<file path="src/rtl/stereo_limiter_if.sv">
// Sample-rate bus between the pan stage, the stereo limiter and the DAC serializer.
// Carries the input pair, limiter controls, limited output pair and status.
// Master drives samples and controls; slave returns limited samples and status.
interface stereo_limiter_if #(
    parameter int WIDTH    = 24,
    parameter int IN_WIDTH = 32
);
    logic                       enable;
    logic                       in_valid;
    logic signed [IN_WIDTH-1:0] left_in;
    logic signed [IN_WIDTH-1:0] right_in;
    logic        [WIDTH-1:0]    threshold;
    logic signed [WIDTH-1:0]    left_out;
    logic signed [WIDTH-1:0]    right_out;
    logic                       out_valid;
    logic                       busy;
    logic                       overrun;
    logic        [15:0]         gain;

    modport master (
        output enable, in_valid, left_in, right_in, threshold,
        input  left_out, right_out, out_valid, busy, overrun, gain
    );

    modport slave (
        input  enable, in_valid, left_in, right_in, threshold,
        output left_out, right_out, out_valid, busy, overrun, gain
    );
endinterface

</file>
<file path="src/rtl/stereo_limiter.sv">
// Stereo peak limiter: smoothed Q1.15 gain (fast attack, slow release), saturated WIDTH-bit output pair.
// Latency: 5 cycles from accepted in_valid to out_valid; one shared multiplier.
// No backpressure: in_valid while busy is dropped and flagged on overrun the next cycle.
module stereo_limiter #(
    parameter int WIDTH        = 24,
    parameter int IN_WIDTH     = 32,
    parameter int FRAC         = 8,
    parameter int ATTACK_SHIFT = 3,
    parameter int RELEASE_STEP = 16,
    parameter int GAIN_MIN     = 1024
) (
    input  logic             sys_clk,
    input  logic             rst,
    stereo_limiter_if.slave  lim
);
    // Working width covers both the widened input and the WIDTH+17-bit product.
    localparam int P_W = (IN_WIDTH > WIDTH + 18) ? IN_WIDTH : WIDTH + 18;

    localparam logic [16:0] UNITY = 17'd32768;
    localparam logic [16:0] G_MIN = 17'(GAIN_MIN);
    localparam logic [16:0] G_REL = 17'(RELEASE_STEP);

    typedef enum logic [2:0] {
        IDLE,
        PEAK,
        GAIN,
        MUL_L,
        MUL_R,
        OUT
    } state_t;

    state_t state;
    state_t state_nxt;

    logic signed [WIDTH-1:0] s_l;
    logic signed [WIDTH-1:0] s_r;
    logic        [WIDTH-1:0] thr_q;
    logic                    en_q;
    logic        [WIDTH-1:0] peak_q;
    logic        [15:0]      gain_q;
    logic signed [WIDTH-1:0] left_hold;
    logic signed [WIDTH-1:0] left_q;
    logic signed [WIDTH-1:0] right_q;
    logic                    out_valid_q;
    logic                    overrun_q;

    logic signed [WIDTH:0]   mul_a;
    logic signed [P_W-1:0]   product;
    logic signed [P_W-1:0]   prod_sh;
    logic                    over_thr;
    logic        [16:0]      g_cur;
    logic        [16:0]      g_att;
    logic        [16:0]      g_rel;
    logic        [15:0]      gain_nxt;

    function automatic logic signed [WIDTH-1:0] sat_w(input logic signed [P_W-1:0] v);
        logic signed [P_W-1:0] hi;
        logic signed [P_W-1:0] lo;
        hi = {{(P_W-WIDTH+1){1'b0}}, {(WIDTH-1){1'b1}}};
        lo = {{(P_W-WIDTH+1){1'b1}}, {(WIDTH-1){1'b0}}};
        if (v > hi)
            sat_w = hi[WIDTH-1:0];
        else if (v < lo)
            sat_w = lo[WIDTH-1:0];
        else
            sat_w = v[WIDTH-1:0];
    endfunction

    // Magnitude with the most negative code folded onto the most positive one.
    function automatic logic [WIDTH-1:0] mag(input logic signed [WIDTH-1:0] v);
        if (v == {1'b1, {(WIDTH-1){1'b0}}})
            mag = {1'b0, {(WIDTH-1){1'b1}}};
        else if (v[WIDTH-1])
            mag = -v;
        else
            mag = v;
    endfunction

    always_ff @(posedge sys_clk or posedge rst) begin
        if (rst)
            state <= IDLE;
        else
            state <= state_nxt;
    end

    always_comb begin
        state_nxt = state;
        case (state)
            IDLE:    if (lim.in_valid) state_nxt = PEAK;
            PEAK:    state_nxt = GAIN;
            GAIN:    state_nxt = MUL_L;
            MUL_L:   state_nxt = MUL_R;
            MUL_R:   state_nxt = OUT;
            OUT:     state_nxt = IDLE;
            default: state_nxt = IDLE;
        endcase
    end

    // One multiplier: peak*gain in GAIN, then each channel times the updated gain.
    always_comb begin
        mul_a = '0;
        case (state)
            GAIN:    mul_a = {1'b0, peak_q};
            MUL_L:   mul_a = {s_l[WIDTH-1], s_l};
            MUL_R:   mul_a = {s_r[WIDTH-1], s_r};
            default: mul_a = '0;
        endcase
    end

    assign product  = P_W'(mul_a) * $signed({{(P_W-16){1'b0}}, gain_q});
    assign prod_sh  = product >>> 15;
    assign over_thr = prod_sh > $signed({{(P_W-WIDTH){1'b0}}, thr_q});

    always_comb begin
        g_cur    = {1'b0, gain_q};
        g_att    = g_cur - (g_cur >> ATTACK_SHIFT);
        g_rel    = g_cur + G_REL;
        gain_nxt = gain_q;
        if (!en_q)
            gain_nxt = UNITY[15:0];
        else if (over_thr)
            gain_nxt = (g_att < G_MIN) ? G_MIN[15:0] : g_att[15:0];
        else if (g_cur < UNITY)
            gain_nxt = (g_rel > UNITY) ? UNITY[15:0] : g_rel[15:0];
    end

    always_ff @(posedge sys_clk or posedge rst) begin
        if (rst) begin
            s_l         <= '0;
            s_r         <= '0;
            thr_q       <= '0;
            en_q        <= 1'b0;
            peak_q      <= '0;
            gain_q      <= UNITY[15:0];
            left_hold   <= '0;
            left_q      <= '0;
            right_q     <= '0;
            out_valid_q <= 1'b0;
            overrun_q   <= 1'b0;
        end else begin
            out_valid_q <= 1'b0;
            overrun_q   <= lim.in_valid && (state != IDLE);
            case (state)
                IDLE: begin
                    if (lim.in_valid) begin
                        s_l   <= sat_w(P_W'(lim.left_in >>> FRAC));
                        s_r   <= sat_w(P_W'(lim.right_in >>> FRAC));
                        thr_q <= lim.threshold;
                        en_q  <= lim.enable;
                    end
                end
                PEAK: peak_q <= (mag(s_l) > mag(s_r)) ? mag(s_l) : mag(s_r);
                GAIN: gain_q <= gain_nxt;
                MUL_L: left_hold <= sat_w(prod_sh);
                // Both channels land together so they are valid for the whole OUT cycle.
                MUL_R: begin
                    left_q      <= left_hold;
                    right_q     <= sat_w(prod_sh);
                    out_valid_q <= 1'b1;
                end
                default: ;
            endcase
        end
    end

    assign lim.busy      = (state != IDLE);
    assign lim.gain      = gain_q;
    assign lim.left_out  = left_q;
    assign lim.right_out = right_q;
    assign lim.out_valid = out_valid_q;
    assign lim.overrun   = overrun_q;
endmodule

</file>
<file path="src/flat_wrapper.sv">
// flat-port wrapper written by rule: the top's interface ports become plain ports
module stereo_limiter_flat 
#(
    parameter int WIDTH        = 24,
    parameter int IN_WIDTH     = 32,
    parameter int FRAC         = 8,
    parameter int ATTACK_SHIFT = 3,
    parameter int RELEASE_STEP = 16,
    parameter int GAIN_MIN     = 1024
)
  (sys_clk, rst, lim_enable, lim_in_valid, lim_left_in, lim_right_in, lim_threshold, lim_left_out, lim_right_out, lim_out_valid, lim_busy, lim_overrun, lim_gain);
  stereo_limiter_if #(.WIDTH(WIDTH), .IN_WIDTH(IN_WIDTH)) lim_i ();
  input  logic sys_clk;
  input  logic rst;
  input wire logic [$bits(lim_i.enable)-1:0] lim_enable;
  input wire logic [$bits(lim_i.in_valid)-1:0] lim_in_valid;
  input wire logic [$bits(lim_i.left_in)-1:0] lim_left_in;
  input wire logic [$bits(lim_i.right_in)-1:0] lim_right_in;
  input wire logic [$bits(lim_i.threshold)-1:0] lim_threshold;
  output wire logic [$bits(lim_i.left_out)-1:0] lim_left_out;
  output wire logic [$bits(lim_i.right_out)-1:0] lim_right_out;
  output wire logic [$bits(lim_i.out_valid)-1:0] lim_out_valid;
  output wire logic [$bits(lim_i.busy)-1:0] lim_busy;
  output wire logic [$bits(lim_i.overrun)-1:0] lim_overrun;
  output wire logic [$bits(lim_i.gain)-1:0] lim_gain;
  assign lim_i.enable = lim_enable;
  assign lim_i.in_valid = lim_in_valid;
  assign lim_i.left_in = lim_left_in;
  assign lim_i.right_in = lim_right_in;
  assign lim_i.threshold = lim_threshold;
  assign lim_left_out = lim_i.left_out;
  assign lim_right_out = lim_i.right_out;
  assign lim_out_valid = lim_i.out_valid;
  assign lim_busy = lim_i.busy;
  assign lim_overrun = lim_i.overrun;
  assign lim_gain = lim_i.gain;
  stereo_limiter #(.WIDTH(WIDTH), .IN_WIDTH(IN_WIDTH), .FRAC(FRAC), .ATTACK_SHIFT(ATTACK_SHIFT), .RELEASE_STEP(RELEASE_STEP), .GAIN_MIN(GAIN_MIN)) u_core (.sys_clk(sys_clk), .rst(rst), .lim(lim_i));
endmodule
</file>
<file path="config.mk">
export PLATFORM = sky130hd
export DESIGN_NAME = stereo_limiter_flat
export DESIGN_NICKNAME = d
export VERILOG_FILES = /design/src/rtl/stereo_limiter_if.sv /design/src/rtl/stereo_limiter.sv /design/src/flat_wrapper.sv
export SDC_FILE = /design/constraint.sdc
export NUM_CORES = 2
export LEC_CHECK = 0
export ABC_AREA = 0
export CAP_MARGIN = 30
export CELL_PAD_IN_SITES_DETAIL_PLACEMENT = 1
export CELL_PAD_IN_SITES_GLOBAL_PLACEMENT = 2
export CORE_ASPECT_RATIO = 0.6
export CORE_MARGIN = 5
export CORE_UTILIZATION = 35
export CTS_CLUSTER_DIAMETER = 100
export DETAILED_ROUTE_END_ITERATION = 10
export PLACE_DENSITY_LB_ADDON = 0.1
export SYNTH_ARGS = -nofsm -noshare
export SYNTH_HDL_FRONTEND = slang
export SYNTH_SLANG_ARGS = --single-unit
</file>
<file path="constraint.sdc">
create_clock -name sys_clk -period 10.6 [get_ports sys_clk]
set_input_delay 2.12 -clock sys_clk [delete_from_list [all_inputs] [get_ports sys_clk]]
set_output_delay 2.12 -clock sys_clk [all_outputs]
set_load 0.02 [all_outputs]
</file>
==> flow_summary_export.csv <==
group,metric,value,unit
synth,postSynthCellCount,2840,
floorplan,die_w,358,um
floorplan,dieHeight,219,um
clock_network,cts_root_buf,"clkbuf_16",
pwr,switching_power,4.90,mW
drt,wl,84.8,mm
timing,rsz0062_at_grt,"no",
critical_path,critical_path_class,"reg -> reg",
synth,synth_edf_count,0,
cells_and_area,drive_above_1_share,0.0948,
pwr,p_sw_frac,0.537,
synth,ys_warn_count,0,
pwr,ir_drop,0.000200,V
floorplan,core-area,72000,um2
worst_hold_path,hold_path_depth,2,
synth,synthFlopType,"dfrtp_1",
pwr,report.power.total,9.12,mW
timing,finalSetupViolations,0,
critical_path,max_stage_delay,0.55,ns
timing,min_period,10.16,ns
grt,grt_first_pass_wirelength,134,mm
synth,yosys-mux-area-fraction,0.0530,
clock_network,clockBufferDepth,2,
synth,synthAdderAreaFrac,0.387,
clock_network,htree_levels,4,
place,hpwlAfterDp,70.2,mm
timing,fmax,98.4,MHz
drt,ant_nets,0,
clock_network,path_clk_slew,0.08,ns
cells_and_area,num-nets-final,3663,
timing,finalSetupTns,0,ns
cells_and_area,n_fill_cell,8303,
timing,slew_viol_final,0,
synth,synth_cell_types,74,
clock_network,cts_num_sinks,190,
drt,drt_iter0_markers,1010,
critical_path,crit_slowest_cell,"fa_1",
synth,avgSynthCellArea,8.98,um2
cells_and_area,syn2layout_area_growth,15.9,%
synth,syn_nets,3487,
pwr,powerDensity,308,nW/um2
synth,synth-xor-area-share,0.0302,
critical_path,cp.arrival,10.59,ns
synth,synth-seq-cells,190,
cells_and_area,instances_no_fill,4004,
pwr,combinationalPowerShare,0.763,
place,dp.cells,3963,
timing,fin_worst_skew,0.0243,ns
timing,finalHoldViolations,0,
timing,maxSlewHeadroom,0.423,
drt,via_count,20078,
pwr,power.share.clock,0.078,
critical_path,critPathLaunchType,"flop",
critical_path,crit_path_end_kind,"flop",
critical_path,worst_ep_required_time,11.02,ns
clock_network,cts_tree,"built",
run_status,status,"finished clean",
synth,synth-seq-area-share,0.187,
synth,syn_area,25500,um2
floorplan,fp-row-count,76,
drt,drtPass1Iterations,5,
grt,antenna_found_initial,2,
timing,period_share,0.959,
critical_path,cpMostUsedCell,"fa_1",
critical_path,r2r_cells,37,
grt,grt_usage,0.224,
floorplan,fp.dieArea,78500,um2
grt,grt.overflow.total,0,
synth,synth_top_family_by_area,"adder cells",
worst_hold_path,hp-class,"reg -> reg",
grt,grt_pass1_vias,22320,
timing,worstMarginPinSlew,0.866,ns
pwr,power.share.sequential,0.159,
synth,synth-compound-area-share,0.0953,
pwr,leakagePower,14.5,nW
drt,wl_per_cell,21.2,um
cells_and_area,antennaDiodeCount,0,
grt,grt_start_max_net_pins,77,
place,io_buffers,142,
floorplan,ios,159,
synth,yosys.area_share.simple,0.146,
pwr,p_int,4.22,mW
floorplan,start_util,0.354,
drt,drc,0,
synth,synth-async-reset-ratio,1.00,
clock_network,cts_buffers,17,
place,place.gp.congestion,0.860,
run,drv_cap,0,
drt,via_per_inst,5.01,
critical_path,crit_path_max_fanout,18,
clock_network,clkLatencyLatePin,0.49,ns
-- what timing repair did --
action	4_1_cts	5_1_grt
setup buffers	0	6
hold buffers	0	0
endpoints found under the setup margin	0	16
gates resized for setup	0	26
-- cells in the mapped netlist (all sizes together), types with 5 or more instances --
cell / instances / share of area
ha: 165 / 0.081
dfrtp: 189 / 0.19
o21a: 22 / 0.0065
o31ai: 18 / 0.0055
nor2b: 11 / 0.0027
nor3: 22 / 0.0043
o41ai: 7 / 0.0027
and2: 120 / 0.029
or3: 14 / 0.0034
nor2: 136 / 0.020
and3: 7 / 0.0017
clkbuf: 106 / 0.016
nor4: 10 / 0.0029
nand2: 428 / 0.063
a21oi: 80 / 0.016
o21ai: 136 / 0.027
a21o: 27 / 0.0079
xnor2: 35 / 0.012
mux2: 73 / 0.032
a22o: 5 / 0.0017
o211ai: 7 / 0.0021
nand4: 14 / 0.0034
nand3: 26 / 0.0051
buf: 22 / 0.0044
a32o: 5 / 0.0020
mux2i: 53 / 0.021
nand2b: 12 / 0.0029
xor2: 53 / 0.018
a31oi: 10 / 0.0025
a211oi: 10 / 0.0034
inv: 550 / 0.081
or2: 8 / 0.0020
o2bb2ai: 5 / 0.0017
fa: 390 / 0.31
or4: 7 / 0.0021
o22a: 9 / 0.0031
-- cell families (layout without fill, tap and decap cells) --
| family | after synthesis | after routing |
|---|---|---|
| compound gates | 377 | 377 |
| xor+xnor | 88 | 88 |
| buf+inv | 680 | 869 |
| simple gates | 824 | 824 |
| flops | 190 | 190 |
| fa+ha+maj | 555 | 555 |
| mux | 126 | 126 |
-- power by group through the flow --
stage	registers [mW]	logic [mW]	clock network, mW
2_1_floorplan	1.44	4.29	0
3_3_place_gp	1.46	6.76	0
3_5_place_dp	1.47	6.90	0
4_1_cts	1.45	6.96	0.734
5_1_grt	1.51	7.71	0.760
6_report	1.45	6.96	0.708
-- per-layer routing --
layer  track usage  wire length [um]
met1         0.337             42800
met2         0.347             37600
met3        0.0355              3530
met4        0.0318               906
met5             0                 0
-- cell usage in the layout (no fill, tap or decap), drive strengths merged, types with 73 or more instances in the layout --
cell           count
o21ai            136
inv              558
clkdlybuf4s50    142
a21oi             80
buf              142
and2             120
fa               390
mux2              73
dfrtp            189
nand2            428
ha               165
nor2             136
-- cell type report --
class                      count  area [um2]  share of cell area
clock inverter                15         203             0.00686
timing repair buffer         285        2640              0.0893
multi-input combinational   1970       18200               0.617
tap                          975        1220              0.0413
clock buffer                  17         425              0.0144
sequential                   190        4760               0.161
inverter                     552        2080              0.0703
-- worst paths after layout --
check / start / end / slack [ns]
worst max-delay path: u_core.state[0] / u_core.lim.gain[10] / 0.44
worst min-delay path: u_core.peak_q[9] / u_core.peak_q[9] / 0.49
worst max register to register: u_core.state[0] / u_core.lim.gain[10] / 0.44
worst min register to register: u_core.peak_q[9] / u_core.peak_q[9] / 0.49
max in group asynchronous: rst / u_core.lim.right_out[21] / 6.50
min in group asynchronous: rst / u_core.s_l[20] / 2.11
-- registers in the layout, summed over array words and instances, names as in the netlist, 3 cells and up --
signal	flops
u_core.lim.gain	16
u_core.state	3
u_core.lim.right_out	24
u_core.peak_q	24
u_core.s_l	24
u_core.s_r	24
u_core.lim.left_out	24
u_core.thr_q	24
u_core.left_hold	24
-- stage by stage --
stage          worst slack (ns)  hold WS [ns]  utilization  area [um2]
3_3_place_gp              0.206         0.462        0.399       28800
5_1_grt                 0.00857         0.522        0.411       29600
2_1_floorplan             0.699         0.444            -       25500
6_report                  0.435         0.488        0.411       29600
4_1_cts                   0.122         0.489        0.408       29400
3_5_place_dp              0.187         0.470        0.400       28800
-- critical path: cells and delay by family, from the launching register on --
family | cells | cell delay, ns
buffers and inverters | 9 | 1.27
muxes | 2 | 0.69
and+or+nand+nor | 5 | 0.77
xor gates and xnor gates | 1 | 0.21
DFF | 1 | 0.46
AOI/OAI and AO/OA | 12 | 3.31
adders and majority gates | 8 | 3.37
No activity file was read; power rests on OpenSTA's default activity.
